## src/rtl/instr_encoder_loader.sv

```systemverilog
// rtl/instr_encoder_loader.sv - packs RV32I fields into words and streams them into imem at sequential addresses
// Optional immediate range checking is enabled by defining IMM_CHECK_EN.
module instr_encoder_loader #(
    parameter int AW    = 32,
    parameter int DEPTH = 64
) (
    input  logic          clk_i,
    input  logic          rst_ni,
    input  logic          start_i,
    input  logic [AW-1:0] base_addr_i,
    input  logic          in_valid_i,
    output logic          in_ready_o,
    input  logic          in_last_i,
    input  logic [2:0]    cls_i,
    input  logic [2:0]    funct3_i,
    input  logic [6:0]    funct7_i,
    input  logic [4:0]    rd_i,
    input  logic [4:0]    rs1_i,
    input  logic [4:0]    rs2_i,
    input  logic [31:0]   imm_i,
    output logic          imem_we_o,
    output logic [AW-1:0] imem_addr_o,
    output logic [31:0]   imem_wdata_o,
    output logic [AW-1:0] count_o,
    output logic          done_o,
    output logic          err_o
);

    typedef enum logic [1:0] {
        S_IDLE = 2'd0,
        S_RUN  = 2'd1,
        S_DONE = 2'd2
    } state_e;

    localparam logic [AW-1:0] DEPTH_W = AW'(DEPTH);

    state_e        state_q, state_d;
    logic [AW-1:0] addr_q, addr_d;
    logic [AW-1:0] count_q, count_d;
    logic          we_q, we_d;
    logic [AW-1:0] waddr_q, waddr_d;
    logic [31:0]   wdata_q, wdata_d;
    logic          accept;
    logic          load_start;

    function automatic logic [31:0] encode(
        input logic [2:0]  cls,
        input logic [2:0]  f3,
        input logic [6:0]  f7,
        input logic [4:0]  rd,
        input logic [4:0]  rs1,
        input logic [4:0]  rs2,
        input logic [31:0] imm
    );
        logic [31:0] w;
        case (cls)
            3'd0: w = {f7, rs2, rs1, f3, rd, 7'b0110011};
            3'd1: begin
                // shifts carry funct7 and a 5-bit shamt in the upper immediate slot
                if (f3 == 3'b001 || f3 == 3'b101)
                    w = {f7, imm[4:0], rs1, f3, rd, 7'b0010011};
                else
                    w = {imm[11:0], rs1, f3, rd, 7'b0010011};
            end
            3'd2:    w = {imm[11:0], rs1, 3'b010, rd, 7'b0000011};
            3'd3:    w = {imm[11:0], rs1, 3'b000, rd, 7'b1100111};
            3'd4:    w = {imm[11:5], rs2, rs1, 3'b010, imm[4:0], 7'b0100011};
            3'd5:    w = {imm[12], imm[10:5], rs2, rs1, f3, imm[4:1], imm[11], 7'b1100011};
            3'd6:    w = {imm[31:12], rd, 7'b0110111};
            default: w = {imm[20], imm[10:1], imm[11], imm[19:12], rd, 7'b1101111};
        endcase
        return w;
    endfunction

    always_ff @(posedge clk_i or negedge rst_ni) begin
        if (!rst_ni) state_q <= S_IDLE;
        else         state_q <= state_d;
    end

    always_comb begin
        state_d = state_q;
        case (state_q)
            S_IDLE: if (start_i) state_d = S_RUN;
            S_RUN:  if (accept && (in_last_i || (count_q + AW'(1)) == DEPTH_W)) state_d = S_DONE;
            S_DONE: state_d = S_IDLE;
            default: state_d = S_IDLE;
        endcase
    end

    always_comb begin
        in_ready_o = (state_q == S_RUN) && (count_q < DEPTH_W);
        done_o     = (state_q == S_DONE);
    end

    assign accept     = in_valid_i && in_ready_o;
    assign load_start = (state_q == S_IDLE) && start_i;

    always_comb begin
        addr_d  = addr_q;
        count_d = count_q;
        we_d    = 1'b0;
        waddr_d = waddr_q;
        wdata_d = wdata_q;
        if (load_start) begin
            addr_d  = base_addr_i & ~AW'(3);
            count_d = '0;
        end else if (accept) begin
            we_d    = 1'b1;
            waddr_d = addr_q;
            wdata_d = encode(cls_i, funct3_i, funct7_i, rd_i, rs1_i, rs2_i, imm_i);
            addr_d  = addr_q + AW'(4);
            count_d = count_q + AW'(1);
        end
    end

    always_ff @(posedge clk_i or negedge rst_ni) begin
        if (!rst_ni) begin
            addr_q  <= '0;
            count_q <= '0;
            we_q    <= 1'b0;
            waddr_q <= '0;
            wdata_q <= '0;
        end else begin
            addr_q  <= addr_d;
            count_q <= count_d;
            we_q    <= we_d;
            waddr_q <= waddr_d;
            wdata_q <= wdata_d;
        end
    end

    assign imem_we_o    = we_q;
    assign imem_addr_o  = waddr_q;
    assign imem_wdata_o = wdata_q;
    assign count_o      = count_q;

`ifdef IMM_CHECK_EN
    logic imm_bad;
    logic err_q, err_d;

    always_comb begin
        imm_bad = 1'b0;
        case (cls_i)
            3'd1, 3'd2, 3'd3, 3'd4: imm_bad = (imm_i[31:11] != {21{imm_i[11]}});
            3'd5: imm_bad = (imm_i[31:12] != {20{imm_i[12]}}) || imm_i[0];
            3'd6: imm_bad = (imm_i[11:0] != 12'd0);
            3'd7: imm_bad = (imm_i[31:20] != {12{imm_i[20]}}) || imm_i[0];
            default: imm_bad = 1'b0;
        endcase
    end

    always_comb begin
        err_d = err_q;
        if (load_start)            err_d = 1'b0;
        else if (accept && imm_bad) err_d = 1'b1;
    end

    always_ff @(posedge clk_i or negedge rst_ni) begin
        if (!rst_ni) err_q <= 1'b0;
        else         err_q <= err_d;
    end

    assign err_o = err_q;
`else
    assign err_o = 1'b0;
`endif

endmodule

```

## config.mk

```make
export PLATFORM = sky130hd
export DESIGN_NAME = instr_encoder_loader
export DESIGN_NICKNAME = d
export VERILOG_FILES = /design/src/rtl/instr_encoder_loader.sv
export SDC_FILE = /design/constraint.sdc
export NUM_CORES = 1
export LEC_CHECK = 0
export ABC_CLOCK_PERIOD_IN_PS = 2400
export CORE_AREA = 4 4 132 134
export CTS_CLUSTER_SIZE = 40
export DETAILED_ROUTE_END_ITERATION = 8
export DIE_AREA = 0 0 136 138
export MAX_ROUTING_LAYER = met4
export PLACE_DENSITY = 0.72
export SYNTH_ARGS = -nofsm -noshare
export SYNTH_HDL_FRONTEND = slang
export SYNTH_SLANG_ARGS = --single-unit
```

## constraint.sdc

```tcl
create_clock -name clk_i -period 2.4 [get_ports clk_i]
set_clock_uncertainty 0.1 [all_clocks]
set_input_delay 0.36 -clock clk_i [delete_from_list [all_inputs] [get_ports clk_i]]
set_output_delay 0.36 -clock clk_i [all_outputs]
set_load 0.02 [all_outputs]
```

### Yosys cells after proc, flatten, opt, wreduce, memory -nomap -nowiden

Cells that the tools add are included.

| storage, ports and cells | value |
|---|---|
| output and inout port bits | 100 |
| bits in registers | 131 |

| operators by class | value |
|---|---|
| multiplexer cells | 11 |
| equal/unequal tests | 13 |
| magnitude comparators | 1 |
| bitwise logic cells | 1 |
| reduce and logical (&&, ||, !) cells | 11 |
| add/sub/neg operators | 2 |

Operators with widths:

| kind | count |
|---|---|
| 32-bit case mux with 7 select lines | 1 |
| 32-bit two-way mux | 5 |
| 32-bit by 1-bit adder with 32-bit output (second input constant) | 1 |
| 32-bit by 3-bit adder with 32-bit output (second input constant) | 1 |
| 32-bit by 7-bit == test with 1-bit output (second input constant) | 1 |
| 32-bit by 7-bit < comparator with 1-bit output (second input constant) | 1 |
| 3-bit == test (second input constant) | 4 |
| 3-bit by 1-bit == test with 1-bit output (second input constant) | 2 |
| 3-bit by 2-bit == test with 1-bit output (second input constant) | 2 |
| 1-bit logical AND | 4 |
| 2-bit two-way mux | 2 |
| 2-bit inequality test (second input constant) | 2 |
| 2-bit case mux with 2 select lines | 1 |
| 2-bit AND reduction | 2 |
| 3-bit zero test | 1 |
| 2-bit by 1-bit == test with 1-bit output (second input constant) | 1 |
| 2-bit == test (second input constant) | 1 |
| 2-bit zero test | 1 |
| 1-bit logical OR | 2 |
| 1-bit two-way mux | 2 |
| 2-bit nonzero test | 1 |
| 1-bit inverter | 1 |

### Logic depth before layout (Yosys ltp)

Gate-level depths: netlist of run 1.

| depth | value |
|---|---|
| word-level depth | 6 |
| gate-level depth with buffers | 9 |

### Least setup slack after synthesis of run 1

OpenSTA, ideal clock, no wires.

| timing path | value |
|---|---|
| path type | reg2reg |
| start | register count_q[11] (netlist: count_o[11]) |
| end | register addr_q[14] |
| setup time | 126 ps |
| data arrival time | 2217 ps |
| slack | -43 ps |
| data required time | 2174 ps |
| period minus slack after synthesis | 2443 ps |
| cell stages (with the launch flop) | 7 |
| path through | dfrtp_1 or4b_4 or3_1 buf_6 inv_6 mux2_2 a221o_1 |

| between the ends | value |
|---|---|
| longest elaborated chain between the ends | 4 |

RTL lines:

| item | RTL line | RTL |
|---|---|---|
| from (decl) | 39 | `logic [AW-1:0] count_q, count_d;` |
| from (signal assigned) | 125 | `count_q <= count_d;` |
| 32-bit by 7-bit < comparator with 1-bit output | 91 | `in_ready_o = (state_q == S_RUN) && (count_q < DEPTH_W);` |
| 1-bit logical AND | 91 |  |
| 1-bit logical AND | 95 | `assign accept = in_valid_i && in_ready_o;` |
| 2-bit nonzero test (no line) | -- |  |
| to (signal assigned) | 124 | `addr_q <= addr_d;` |
| to (decl) | 38 | `logic [AW-1:0] addr_q, addr_d;` |

No other way between the ends.
A chain may end at the register's enable or synchronous reset.

### Worst setup path in the final report of run 1

| timing path | value |
|---|---|
| start | register count_q[11] (netlist: count_o[11]) |
| end | register addr_q[30] |

Same word-level chain as after synthesis.

==> impl_metrics.py, run 1 <==
metrics = {
    "layout": {
        "regArea_mm2": 0.003156,
        "areaGrowthSynthToFinish_pct": 52.25,
        "final_common_cell": "clkdlybuf4s50_1",
        "nets": 1025,
        "final_cell_mix": "189 x clkdlybuf4s50_1, 133 x nand2_1, 124 x dfrtp_1",
        "drive_gt1_frac": 0.1429,
        "post-route-util": 0.5940,
        "multi_input_area_mm2": 0.002923,
        "num-fill-cells": 1390,
    },
    "clocking": {
        "htree_levels": 4,
        "root_buffer": "clkbuf_16",
        "tritoncts": "built",
        "clkTransAtPathRegs_ns": 0.06,
        "cts.sinks": 126,
        "clockBufferDepth": 2,
        "clk_latency_ns": 0.43,
        "cts_buffers": 17,
    },
    "timing": {
        "maxSlewViolCount": 0,
        "finalCritPeriodShare": 0.9798,
        "fin_crit_ns": 2.352,
        "grt_setup_unrepaired": "true",
        "setup_ws_ns": 0.04838,
        "setup_viol": 0,
        "fmax_mhz": 425.2,
        "tightestPinTransition_ns": 0.5636,
        "hold_viol": 0,
        "slew_headroom": 0.6208,
    },
    "hold_path": {
        "holdCritPathClass": "primary input to asynchronous set/reset pin",
    },
    "worst_setup_path": {
        "worst_path_max_delay_cell": "or4b_4",
        "arrival_ns": 2.62,
        "endpoint_kind": "register",
        "reg2reg_depth": 5,
        "slowest_delay_ns": 0.55,
        "startpoint_type": "register",
        "critical_path_class": "register to register",
        "path_cells": "or4b_4 > or3_4 > buf_6 > or4_1 > nand3_1",
        "cp_max_fo": 20,
        "worstPathRequired_ns": 2.67,
    },
    "synthesis": {
        "ys_warn_count": 0,
        "synth_area_per_cell_um2": 9.318,
        "syn_area_mm2": 0.006355,
        "synth_edf_count": 0,
        "ys_ff_latch": 126,
        "yosysSeqAreaShare": 0.4962,
        "synthCells": 682,
        "synth.distinct_cells": 61,
        "async_flop_share": 1.000,
        "synth_ff_type": "dfrtp_1",
    },
    "route": {
        "drt-total-wl_um": 19340,
        "ant_nets": 0,
        "num_vias": 6074,
        "dr.pass1.iters": 4,
        "vias_per_cell": 5.241,
        "wl_per_cell_um": 16.69,
        "drt-initial-drc-count": 335,
        "drc_errors": 0,
    },
    "global_routing": {
        "grt_pass1_wl_um": 31030,
        "grt_overflow": 0,
        "grt_most_used_layer": "met2",
        "grtUsageMet1": 0.2792,
        "use_met2": 0.3233,
        "antenna_found_initial": 0,
        "grt_max_degree": 44,
        "grtUsageMet3": 0.05051,
        "grt.total_usage": 0.2127,
        "first_global_vias": 6127,
    },
    "place": {
        "dpl.hpwl_um": 14180,
        "io_buffers": 191,
        "place_ws_ns": -0.3167,
        "globalplace.congestion": 0.9097,
    },
    "floorplan": {
        "start_util": 0.3901,
        "die_width_um": 136,
        "core_area_mm2": 0.01629,
        "rows": 47,
        "die_h_um": 138,
        "ios": 197,
        "die_area_mm2": 0.01877,
    },
    "flow_run": {
        "drv_cap": 0,
    },
    "pwr": {
        "power_density_mw_per_mm2": 1075,
        "p_leak_nw": 4.316,
        "ir_drop_v": 0.0005812,
    },
    "status": {
        "status": "finished, final reports clean",
    },
}
## area by class of cell
cell class | count | area share
sequential | 126 | 0.3261
multi-input combinational | 485 | 0.3021
antenna | 1 | 0.0002586
tap | 220 | 0.02845
clock buffer | 19 | 0.04578
timing repair buffer | 271 | 0.2678
clock inverter | 13 | 0.01940
inverter | 24 | 0.01009
## sequential cells by signal (all words and copies together), names as in the netlist
name          cells
imem_wdata_o     31
imem_we_o         1
addr_q           30
count_o          32
imem_addr_o      30
state_q           2
## cells by family after synthesis
logic type / Yosys count / synth area share
buffers and inverters: 73 / 0.05316
muxes: 36 / 0.05749
DFF: 126 / 0.4962
and+or+nand+nor: 307 / 0.2432
adders and majority gates: 3 / 0.005907
AOI/OAI and AO/OA: 134 / 0.1408
xor gates and xnor gates: 2 / 0.002757
other: 1 / 0.0005901
## report_power, final
| part | internal [W] | switching [W] | leakage [nW] |
|---|---|---|---|
| Sequential | 0.00288 | 0.000579 | 1.60 |
| Clock | 0.00177 | 0.00100 | 0.300 |
| Combinational | 0.00198 | 0.00219 | 2.42 |
## stage by stage
stage	hold slack [ns]	power, W	instances	TNS [ns]	instance area [um2]
floorplan	-0.03559	0.005548	684	0	6374
global placement	0.3057	0.007522	1121	-11.68	8934
detailed placement	0.3062	0.007600	1121	-12.25	8934
CTS	0.3707	0.01043	1155	0	9603
global route	0.3951	0.01101	1158	-0.1111	9673
finish	0.3610	0.01040	1159	0	9676
## final timing paths
path | start | end | slack [ns]
max in group asynchronous | rst_ni | count_o[1] | 1.09
worst min register to register | imem_addr_o[15] | imem_addr_o[15] | 0.37
worst min-delay path | rst_ni | imem_wdata_o[9] | 0.36
worst max-delay path | count_o[11] | addr_q[30] | 0.05
min in group clk_i | imem_addr_o[15] | imem_addr_o[15] | 0.37
worst max register to register | count_o[11] | addr_q[30] | 0.05
## critical path, delay by kind of cell, from the launching register on
kind                   cells  cell delay (ns)
AND/OR/NAND/NOR            4             1.59
flip-flops                 1             0.40
buffers and inverters      1             0.19
## synthesized netlist by cell type, types with 4 or more instances
cell,count,area share
o22ai_1,5,0.0049
nor2_1,26,0.015
nor4_1,20,0.020
a31oi_1,7,0.0069
dfrtp_1,126,0.50
or4_1,10,0.012
and4_1,5,0.0069
mux2_2,4,0.0071
o211ai_1,7,0.0083
buf_6,4,0.0071
a21oi_1,11,0.0087
a21o_1,7,0.0083
clkbuf_1,33,0.019
nand3_1,26,0.020
inv_1,23,0.014
o221ai_1,4,0.0055
buf_4,6,0.0071
nand4_1,8,0.0079
a221o_1,8,0.013
a22oi_1,10,0.012
nand2b_1,5,0.0049
o31ai_1,5,0.0059
o21ai_0,47,0.037
nor2b_1,4,0.0039
and2_1,4,0.0039
and3_1,29,0.029
nand2_1,134,0.079
nor3b_1,8,0.0095
nor3_1,13,0.010
mux2i_1,32,0.050
buf_2,5,0.0039
## layer usage
| metal | up-vias | share of wire |
|---|---|---|
| met5 | - | 0 |
| met4 | 0 | 0.017 |
| met3 | 24 | 0.064 |
| met2 | 184 | 0.47 |
| met1 | 2908 | 0.45 |
| li1 | 2958 | - |
## repair_timing
action / CTS / global route
hold buffers: 1 / 0
setup buffers: 1 / 3
resized for setup: 8 / 10
pin swaps: 1 / 2
setup endpoints to repair: 9 / 25
endpoints found under the hold margin: 39 / 0
No activity file was read; power rests on OpenSTA's default activity.
==> inputs of run 2 (changes only) <==
Settings changed: SLEW_MARGIN set to 20.
==> results of run 2 <==
Same layout as run 1: the final DEF is identical, and so are final timing and power.
